File: src/rtl/pipe_ctrl_pkg.sv
// Shared types and constants for the pipeline hazard controller.
package pipe_ctrl_pkg;

    // Controller states:
    //   RUN     | normal hazard resolution, redirects taken directly
    //   DISCARD | stale fetch outstanding, waiting to drop it and load pend_target
    typedef enum logic {
        RUN     = 1'b0,
        DISCARD = 1'b1
    } state_e;

    localparam logic [31:0] NOP_INSTR  = 32'h0000_0013;
    localparam int          DEF_XLEN   = 32;
    localparam int          DEF_REG_AW = 5;

endpackage

File: src/rtl/pipeline_hazard_ctrl_if.sv
// Hazard-controller bundle: pipeline status in, stage enables/flushes and perf counters out.
interface pipeline_hazard_ctrl_if #(
    parameter int XLEN   = 32,
    parameter int REG_AW = 5,
    parameter int CNT_W  = 32
);
    logic [REG_AW-1:0] id_rs1;
    logic [REG_AW-1:0] id_rs2;
    logic              id_use_rs1;
    logic              id_use_rs2;
    logic [REG_AW-1:0] ex_rd;
    logic              ex_mem_read;
    logic              ex_redirect;
    logic [XLEN-1:0]   ex_target;
    logic              imem_ready;
    logic              dmem_busy;
    logic              cnt_clr;

    logic              pc_en;
    logic              pc_sel_redirect;
    logic [XLEN-1:0]   redirect_pc;
    logic              if_id_en;
    logic              if_id_flush;
    logic              id_ex_en;
    logic              id_ex_flush;
    logic              ex_mem_en;
    logic              mem_wb_flush;
    logic [CNT_W-1:0]  stall_cycles;
    logic [CNT_W-1:0]  flush_events;

    // Pipeline side: reports hazards, consumes the control decisions.
    modport master (
        output id_rs1, id_rs2, id_use_rs1, id_use_rs2, ex_rd, ex_mem_read,
               ex_redirect, ex_target, imem_ready, dmem_busy, cnt_clr,
        input  pc_en, pc_sel_redirect, redirect_pc, if_id_en, if_id_flush,
               id_ex_en, id_ex_flush, ex_mem_en, mem_wb_flush,
               stall_cycles, flush_events
    );

    // Controller side.
    modport slave (
        input  id_rs1, id_rs2, id_use_rs1, id_use_rs2, ex_rd, ex_mem_read,
               ex_redirect, ex_target, imem_ready, dmem_busy, cnt_clr,
        output pc_en, pc_sel_redirect, redirect_pc, if_id_en, if_id_flush,
               id_ex_en, id_ex_flush, ex_mem_en, mem_wb_flush,
               stall_cycles, flush_events
    );
endinterface

File: src/rtl/perf_counter_sat.sv
// Saturating up-counter with synchronous clear; clear beats increment.
module perf_counter_sat #(
    parameter int CNT_W = 32
) (
    input  logic             clk,
    input  logic             rst,
    input  logic             inc,
    input  logic             clr,
    output logic [CNT_W-1:0] count
);

    localparam logic [CNT_W-1:0] ONE = {{(CNT_W-1){1'b0}}, 1'b1};

    // Count events, sticking at all-ones instead of wrapping.
    always_ff @(posedge clk or posedge rst) begin
        if (rst) begin
            count <= '0;
        end else if (clr) begin
            count <= '0;
        end else if (inc && (count != {CNT_W{1'b1}})) begin
            count <= count + ONE;
        end
    end

endmodule

File: src/rtl/pipeline_hazard_ctrl.sv
// Stall/flush sequencer for the 5-stage pipeline: load-use, memory waits and EX redirects.
module pipeline_hazard_ctrl
    import pipe_ctrl_pkg::*;
#(
    parameter int XLEN   = DEF_XLEN,
    parameter int REG_AW = DEF_REG_AW,
    parameter int CNT_W  = 32
) (
    input  logic                  clk,
    input  logic                  rst,
    pipeline_hazard_ctrl_if.slave hz
);

    state_e          state_q;
    state_e          state_d;
    logic [XLEN-1:0] pend_target;
    logic            load_use;

    logic            pc_en;
    logic            pc_sel_redirect;
    logic [XLEN-1:0] redirect_pc;
    logic            if_id_en;
    logic            if_id_flush;
    logic            id_ex_en;
    logic            id_ex_flush;
    logic            ex_mem_en;
    logic            mem_wb_flush;
    logic            flush_inc;

    assign load_use = hz.ex_mem_read && (hz.ex_rd != {REG_AW{1'b0}}) &&
                      ((hz.id_use_rs1 && (hz.id_rs1 == hz.ex_rd)) ||
                       (hz.id_use_rs2 && (hz.id_rs2 == hz.ex_rd)));

    // State register.
    always_ff @(posedge clk or posedge rst) begin
        if (rst) begin
            state_q <= RUN;
        end else begin
            state_q <= state_d;
        end
    end

    // Capture the redirect target when the fetch it must replace is still in flight.
    always_ff @(posedge clk or posedge rst) begin
        if (rst) begin
            pend_target <= '0;
        end else if ((state_q == RUN) && !hz.dmem_busy && hz.ex_redirect && !hz.imem_ready) begin
            pend_target <= hz.ex_target;
        end
    end

    // Next-state: enter DISCARD on a redirect that cannot be taken yet, leave when the stale fetch lands.
    always_comb begin
        state_d = state_q;
        case (state_q)
            RUN: begin
                if (!hz.dmem_busy && hz.ex_redirect && !hz.imem_ready) begin
                    state_d = DISCARD;
                end
            end
            DISCARD: begin
                if (!hz.dmem_busy && hz.imem_ready) begin
                    state_d = RUN;
                end
            end
            default: state_d = RUN;
        endcase
    end

    // Stage controls; a frozen MEM stage overrides everything since EX cannot move.
    always_comb begin
        pc_en           = 1'b1;
        pc_sel_redirect = 1'b0;
        redirect_pc     = hz.ex_target;
        if_id_en        = 1'b1;
        if_id_flush     = 1'b0;
        id_ex_en        = 1'b1;
        id_ex_flush     = 1'b0;
        ex_mem_en       = 1'b1;
        mem_wb_flush    = 1'b0;
        flush_inc       = 1'b0;
        case (state_q)
            RUN: begin
                if (hz.dmem_busy) begin
                    pc_en        = 1'b0;
                    if_id_en     = 1'b0;
                    id_ex_en     = 1'b0;
                    ex_mem_en    = 1'b0;
                    mem_wb_flush = 1'b1;
                end else if (hz.ex_redirect) begin
                    if_id_flush = 1'b1;
                    id_ex_flush = 1'b1;
                    flush_inc   = 1'b1;
                    if (hz.imem_ready) begin
                        pc_sel_redirect = 1'b1;
                    end else begin
                        pc_en = 1'b0;
                    end
                end else if (load_use) begin
                    pc_en       = 1'b0;
                    if_id_en    = 1'b0;
                    id_ex_flush = 1'b1;
                end else if (!hz.imem_ready) begin
                    pc_en       = 1'b0;
                    if_id_flush = 1'b1;
                end
            end
            DISCARD: begin
                redirect_pc = pend_target;
                if (hz.dmem_busy) begin
                    pc_en        = 1'b0;
                    if_id_en     = 1'b0;
                    id_ex_en     = 1'b0;
                    ex_mem_en    = 1'b0;
                    mem_wb_flush = 1'b1;
                end else begin
                    if_id_flush = 1'b1;
                    id_ex_flush = 1'b1;
                    if (hz.imem_ready) begin
                        pc_sel_redirect = 1'b1;
                    end else begin
                        pc_en = 1'b0;
                    end
                end
            end
            default: begin
                pc_en = 1'b1;
            end
        endcase
    end

    assign hz.pc_en           = pc_en;
    assign hz.pc_sel_redirect = pc_sel_redirect;
    assign hz.redirect_pc     = redirect_pc;
    assign hz.if_id_en        = if_id_en;
    assign hz.if_id_flush     = if_id_flush;
    assign hz.id_ex_en        = id_ex_en;
    assign hz.id_ex_flush     = id_ex_flush;
    assign hz.ex_mem_en       = ex_mem_en;
    assign hz.mem_wb_flush    = mem_wb_flush;

    perf_counter_sat #(.CNT_W(CNT_W)) u_stall_cnt (
        .clk   (clk),
        .rst   (rst),
        .inc   (!pc_en),
        .clr   (hz.cnt_clr),
        .count (hz.stall_cycles)
    );

    perf_counter_sat #(.CNT_W(CNT_W)) u_flush_cnt (
        .clk   (clk),
        .rst   (rst),
        .inc   (flush_inc),
        .clr   (hz.cnt_clr),
        .count (hz.flush_events)
    );

    // EX must hold a bubble while a stale fetch is being discarded.
    a_no_redirect_in_discard: assert property (
        @(posedge clk) disable iff (rst) (state_q == DISCARD) |-> !hz.ex_redirect
    );

endmodule

File: src/flat_wrapper.sv
// flat-port wrapper written by rule: the top's interface ports become plain ports
module pipeline_hazard_ctrl_flat import pipe_ctrl_pkg::*;
#(
    parameter int XLEN   = DEF_XLEN,
    parameter int REG_AW = DEF_REG_AW,
    parameter int CNT_W  = 32
)
  (clk, rst, hz_id_rs1, hz_id_rs2, hz_id_use_rs1, hz_id_use_rs2, hz_ex_rd, hz_ex_mem_read, hz_ex_redirect, hz_ex_target, hz_imem_ready, hz_dmem_busy, hz_cnt_clr, hz_pc_en, hz_pc_sel_redirect, hz_redirect_pc, hz_if_id_en, hz_if_id_flush, hz_id_ex_en, hz_id_ex_flush, hz_ex_mem_en, hz_mem_wb_flush, hz_stall_cycles, hz_flush_events);
  pipeline_hazard_ctrl_if #(.XLEN(XLEN), .REG_AW(REG_AW), .CNT_W(CNT_W)) hz_i ();
  input  logic clk;
  input  logic rst;
  input wire logic [$bits(hz_i.id_rs1)-1:0] hz_id_rs1;
  input wire logic [$bits(hz_i.id_rs2)-1:0] hz_id_rs2;
  input wire logic [$bits(hz_i.id_use_rs1)-1:0] hz_id_use_rs1;
  input wire logic [$bits(hz_i.id_use_rs2)-1:0] hz_id_use_rs2;
  input wire logic [$bits(hz_i.ex_rd)-1:0] hz_ex_rd;
  input wire logic [$bits(hz_i.ex_mem_read)-1:0] hz_ex_mem_read;
  input wire logic [$bits(hz_i.ex_redirect)-1:0] hz_ex_redirect;
  input wire logic [$bits(hz_i.ex_target)-1:0] hz_ex_target;
  input wire logic [$bits(hz_i.imem_ready)-1:0] hz_imem_ready;
  input wire logic [$bits(hz_i.dmem_busy)-1:0] hz_dmem_busy;
  input wire logic [$bits(hz_i.cnt_clr)-1:0] hz_cnt_clr;
  output wire logic [$bits(hz_i.pc_en)-1:0] hz_pc_en;
  output wire logic [$bits(hz_i.pc_sel_redirect)-1:0] hz_pc_sel_redirect;
  output wire logic [$bits(hz_i.redirect_pc)-1:0] hz_redirect_pc;
  output wire logic [$bits(hz_i.if_id_en)-1:0] hz_if_id_en;
  output wire logic [$bits(hz_i.if_id_flush)-1:0] hz_if_id_flush;
  output wire logic [$bits(hz_i.id_ex_en)-1:0] hz_id_ex_en;
  output wire logic [$bits(hz_i.id_ex_flush)-1:0] hz_id_ex_flush;
  output wire logic [$bits(hz_i.ex_mem_en)-1:0] hz_ex_mem_en;
  output wire logic [$bits(hz_i.mem_wb_flush)-1:0] hz_mem_wb_flush;
  output wire logic [$bits(hz_i.stall_cycles)-1:0] hz_stall_cycles;
  output wire logic [$bits(hz_i.flush_events)-1:0] hz_flush_events;
  assign hz_i.id_rs1 = hz_id_rs1;
  assign hz_i.id_rs2 = hz_id_rs2;
  assign hz_i.id_use_rs1 = hz_id_use_rs1;
  assign hz_i.id_use_rs2 = hz_id_use_rs2;
  assign hz_i.ex_rd = hz_ex_rd;
  assign hz_i.ex_mem_read = hz_ex_mem_read;
  assign hz_i.ex_redirect = hz_ex_redirect;
  assign hz_i.ex_target = hz_ex_target;
  assign hz_i.imem_ready = hz_imem_ready;
  assign hz_i.dmem_busy = hz_dmem_busy;
  assign hz_i.cnt_clr = hz_cnt_clr;
  assign hz_pc_en = hz_i.pc_en;
  assign hz_pc_sel_redirect = hz_i.pc_sel_redirect;
  assign hz_redirect_pc = hz_i.redirect_pc;
  assign hz_if_id_en = hz_i.if_id_en;
  assign hz_if_id_flush = hz_i.if_id_flush;
  assign hz_id_ex_en = hz_i.id_ex_en;
  assign hz_id_ex_flush = hz_i.id_ex_flush;
  assign hz_ex_mem_en = hz_i.ex_mem_en;
  assign hz_mem_wb_flush = hz_i.mem_wb_flush;
  assign hz_stall_cycles = hz_i.stall_cycles;
  assign hz_flush_events = hz_i.flush_events;
  pipeline_hazard_ctrl #(.XLEN(XLEN), .REG_AW(REG_AW), .CNT_W(CNT_W)) u_core (.clk(clk), .rst(rst), .hz(hz_i));
endmodule
File: config.mk
export PLATFORM = sky130hd
export DESIGN_NAME = pipeline_hazard_ctrl_flat
export DESIGN_NICKNAME = d
export VERILOG_FILES = /design/src/rtl/pipe_ctrl_pkg.sv /design/src/rtl/pipeline_hazard_ctrl_if.sv /design/src/rtl/perf_counter_sat.sv /design/src/rtl/pipeline_hazard_ctrl.sv /design/src/flat_wrapper.sv
export SDC_FILE = /design/constraint.sdc
export NUM_CORES = 1
export LEC_CHECK = 0
export BUFFER_PORTS_ARGS = -buffer_cell sky130_fd_sc_hd__clkbuf_2
export CAP_MARGIN = 20
export CORE_AREA = 2 2 110 112
export DETAILED_ROUTE_END_ITERATION = 16
export DIE_AREA = 0 0 112 114
export GPL_ROUTABILITY_DRIVEN = 1
export PLACE_DENSITY = 0.77
export RECOVER_POWER = 50
export SLEW_MARGIN = 10
export SYNTH_ARGS = -nofsm -noshare
export SYNTH_HDL_FRONTEND = slang
export SYNTH_SLANG_ARGS = --single-unit
File: constraint.sdc
create_clock -name clk -period 2.7 [get_ports clk]
set_input_delay 0.27 -clock clk [delete_from_list [all_inputs] [get_ports clk]]
set_output_delay 0.27 -clock clk [all_outputs]
set_load 0.01 [all_outputs]
[After elaboration in Yosys (flattened, before gate mapping)]
Cells that the tools add are included.
Operators by class
  mux-type cells: 35
  add/subtract/negate cells: 2
  reductions and logical operators: 19
  bitwise logic cells: 1
  equal/unequal tests: 4
Operators by type and width (number)
  2-to-1 mux 32 bit: 5
  adder 32 x 1 -> 32 bit, second input constant: 2
  != test 32 bit, second input constant: 2
  2-to-1 mux 1 bit: 24
  logical AND 1 bit: 12
  case mux 1 bit (2 select lines): 6
  == test 5 bit: 2
  nonzero test 5 bit: 1
  nonzero test 2 bit: 2
  zero test 1 bit: 3
  logical OR 1 bit: 1
  inverter 1 bit: 1
Word-level totals
  logic and storage cells: 65
  register bits: 97

[Longest topological paths before layout]
  depth after elaboration: 12
  gate-level depth with buffers: 9
  mapped depth without buffers: 7

[Hierarchy]
A second synthesis with hierarchy kept.
Second synthesis, totals
  cells, all modules: 521
  area total of the unflattened synthesis: 5539.1 sq um
Modules (own cells, without submodules)
  pipeline_hazard_ctrl: sequential area each 825.8 sq um, cells an instance 140, instances 1, area each 1971.9 sq um
  perf_counter_sat at u_core.u_flush_cnt: sequential area each 800.8 sq um, cells an instance 195, instances 1, area each 1826.8 sq um
  perf_counter_sat at u_core.u_stall_cnt: sequential area each 800.8 sq um, cells an instance 186, instances 1, area each 1740.4 sq um

[Least setup slack after synthesis]
No wires, ideal clock.
  kind: register to register
  start: register u_core.u_stall_cnt.count[0]
  end: register u_core.u_stall_cnt.count[25]
  path slack: 620 ps
  path buffers: 1
  period minus slack after synthesis: 2080 ps
  required time: 2573 ps
  data arrival time: 1952 ps
  stages on the path, launching flop included: 9
  cell sequence: dfrtp_1 ha_1 nand2_1 nor4_4 nand4_1 and3_1 buf_2 nand4b_1 mux2_1
On the way
  longest elaborated chain between the ends: 3
  elaborated cells on any way between the ends: 6
  those cells by class: add/sub: 1; eq/ne: 1; mux: 2; reduce/logical: 2
Ends and longest elaborated chain
  start, declared: RTL line perf_counter_sat.sv:9  | output logic [CNT_W-1:0] count
  start signal, assigned: RTL line perf_counter_sat.sv:21  | count <= count + ONE;
  adder 32 x 1 -> 32 bit / != test 32 bit (equally long branches): RTL line perf_counter_sat.sv:21, perf_counter_sat.sv:20
  2-to-1 mux 32 bit / logical AND 1 bit (equally long branches): RTL line perf_counter_sat.sv:20  | end else if (inc && (count != {CNT_W{1'b1}})) begin
  2-to-1 mux 32 bit / nonzero test 2 bit (equally long branches)
Several ways; a longest one is shown, not always the timed one. The select of a mux whose other input is x is not followed.
A chain may end at the register's enable or synchronous reset.

[Final worst setup path]
  start: register u_core.u_stall_cnt.count[22]
  end: register u_core.u_stall_cnt.count[25]
The elaborated chain is that of the path after synthesis.

==> results.cfg <==
[status]
status = complete, but fails checks
violations = capacitance limit, slew limit

[detailed_routing]
vias = 4567
drc_errors = 0
routed_wl_um = 13100
first_iter_violations = 254
ant_nets = 0
viasPerCell = 5.59
wl_per_cell_um = 16.1
dr.pass1.iters = 4

[yosys]
synthFlopType = dfrtp_1
synth-seq-cells = 97
ys_warn_count = 0
synth_edf_count = 0
synth_area_leader_cell = dfrtp_1
synth_cell_types = 58
yosysSeqAreaShare_pct = 45.6
yosys-top-cells-count = 97 x dfrtp_1, 68 x mux2_2, 45 x nor2_1
postSynthAreaPerCell_um2 = 10.4
async_flop_share_pct = 100
netlist_instances = 512
syn_area_mm2 = 0.00532
synth.most_common_cell = dfrtp_1
synth_top_area_share_pct = 45.6
syn_nets = 570
synth_area_leaders = dfrtp_1 46%, mux2_2 14%, xnor2_1 3.8%

[clock_tree]
numCtsBuffers = 9
worstSkewPairLatency_ns = 0.35
cts.reportedPaths.clkPinSlew_ns = 0.07
cts_max_path_buffers = 2
cts_resized = 0
cts_tree = yes
cts_max_level = 3
postCtsSetupBuffers = 0
cts_sinks = 97
cts_root_buf = clkbuf_16
ctsHoldBuffers = 0

[timing]
finalCriticalPeriod_ns = 2.29
tightest_slew_ns = 2.16
rsz0062_at_grt = false
max-slew-margin-rel_pct = -43.9
fmax_ghz = 0.437
post-route-period-util_pct = 84.8
drv_slew = 98
setup_viol = 0
fin_setup_tns_ns = 0
final-hold-violation-count = 0
clock_skew_ns = 0.00544

[min_path]
hp-class = in -> reg

[setup_path]
max_stage_delay_ns = 0.44
path_common_cell = nand4_1
crit_fanout = 9
cp_cell_sequence = nand4_1 > nor4_4 > nand4_1 > and3_1 > nand4b_1 > mux2_1
cp.required_ns = 2.93
cp-end-kind = flip-flop
crit_type = reg -> reg
slowest_stage = dfrtp_1
crit_arrival_ns = 2.52
startpoint_type = flip-flop

[cells_and_area]
final_util_pct = 55.1
area_growth_pct = 21.3
multi_input_area_mm2 = 0.00275
drive_gt1_share_pct = 32.4
final_nets = 723
regArea_mm2 = 0.00243
antenna-diode-count = 0
nFillCells = 1103

[floorplanning]
initial_core_util_pct = 45.5
die_area_mm2 = 0.0128
placementRows = 40
die_h_um = 114
core_area_mm2 = 0.0117
die_x_um = 112
ios = 160

[grt]
grt_antenna_before_repair = 0
grt_usage_pct = 20.9
grt_pass1_wl_um = 21700
grt_overflow = 0
grt_pass1_vias = 4575
grt_max_degree = 98

[place]
gp_congestion = 0.807
portBuffers = 159
dp_hpwl_um = 9560

[pwr]
leakagePower_nw = 2.76
switchingPower_mw = 0.956
p_sw_share_pct = 27.2
powerDensity_mw_per_mm2 = 545
combPwrFrac_pct = 17.6
peakVddDrop_uv = 397
intPower_mw = 2.56
seq_power_share_pct = 47.3
clkPwrFrac_pct = 35.1

[job]
cap_viol_max_count = 1
[kinds of logic (layout without fill, tap and decap cells)]
group / count (synthesis) / in the layout / share of synthesized area [%]
buf+inv: 31 / 189 / 2.73
flops: 97 / 97 / 45.6
compound gates: 76 / 76 / 8.70
fa+ha+maj: 2 / 2 / 0.470
mux: 72 / 72 / 15.3
xor+xnor: 35 / 35 / 5.76
simple gates: 199 / 199 / 21.5
[area by class of cell]
class	instances	area share, %
clock inverters	5	0.601
flip-flops and latches	97	37.6
clock buffers	11	3.76
repair buffers	166	12.1
inverters	7	0.465
well taps	147	2.85
multi-input cells	384	42.7
[worst paths after layout]
kind | from | endpoint | slack (ns) | cells past startpoint
min in group asynchronous | rst | u_core.pend_target[7] | 0.75 | 3
max reg2reg | u_core.u_stall_cnt.count[22] | u_core.u_stall_cnt.count[25] | 0.41 | 6
max in group asynchronous | rst | u_core.u_stall_cnt.count[31] | 0.68 | 3
min reg2reg | u_core.pend_target[29] | u_core.pend_target[29] | 0.50 | 1
max | u_core.u_stall_cnt.count[22] | u_core.u_stall_cnt.count[25] | 0.41 | 6
min | hz_ex_target[14] | u_core.pend_target[14] | 0.16 | 2
[critical path, delay by kind of cell (launching register included)]
kind | cells | cell delay (ns)
and+or+nand+nor | 5 | 1.42
DFF | 1 | 0.44
muxes | 1 | 0.32
[routing by layer]
metal | wire (um) | vias up | global-route usage [%]
li1 | - | 2163 | -
met5 | 0 | - | 0
met3 | 932 | 22 | 5.79
met4 | 231 | 0 | 8.29
met1 | 5550 | 2225 | 26.2
met2 | 6420 | 157 | 34.5
[flip-flops by register name, indices dropped and copies added (netlist names)]
| signal | flops |
|---|---|
| u_core.pend_target | 32 |
| u_core.state_q | 1 |
| u_core.u_stall_cnt.count | 32 |
| u_core.u_flush_cnt.count | 32 |
[power by group through the flow]
stage | clock network (mW) | registers [mW] | logic (mW)
after floorplan | 0 | 1.67 | 0.425
after global placement | 0 | 1.68 | 0.609
after detailed placement | 0 | 1.69 | 0.630
after CTS | 1.26 | 1.66 | 0.632
after global routing | 1.33 | 1.68 | 0.674
final | 1.24 | 1.66 | 0.619
[cell usage in the layout, fill, tap and decap left out, drive strengths merged, types with 4 or more instances in the layout]
cell    instances
clkbuf        170
dfrtp          97
mux2           70
nor2           46
a21oi          36
nand2          27
nand3          25
xnor2          23
o21ai          19
or3            17
nand4          17
xor2           12
o31ai          10
nor3           10
or4            10
and4            9
nor2b           9
inv             8
and3            7
buf             7
nand2b          5
and2            4
nor4            4
[through the flow]
| stage | setup WS [ns] | total power [mW] | area (um2) | hold slack (ns) | std cells |
|---|---|---|---|---|---|
| 3_5_place_dp | 0.463 | 2.32 | 6260 | 0.470 | 801 |
| 6_report | 0.410 | 3.52 | 6460 | 0.163 | 817 |
| 3_3_place_gp | 0.534 | 2.29 | 6260 | 0.454 | 801 |
| 5_1_grt | 0.239 | 3.68 | 6460 | 0.156 | 817 |
| 4_1_cts | 0.453 | 3.56 | 6540 | 0.0871 | 817 |
| 2_1_floorplan | 0.620 | 2.09 | 5330 | 0.422 | 512 |
No activity file was read; power rests on OpenSTA's default activity.
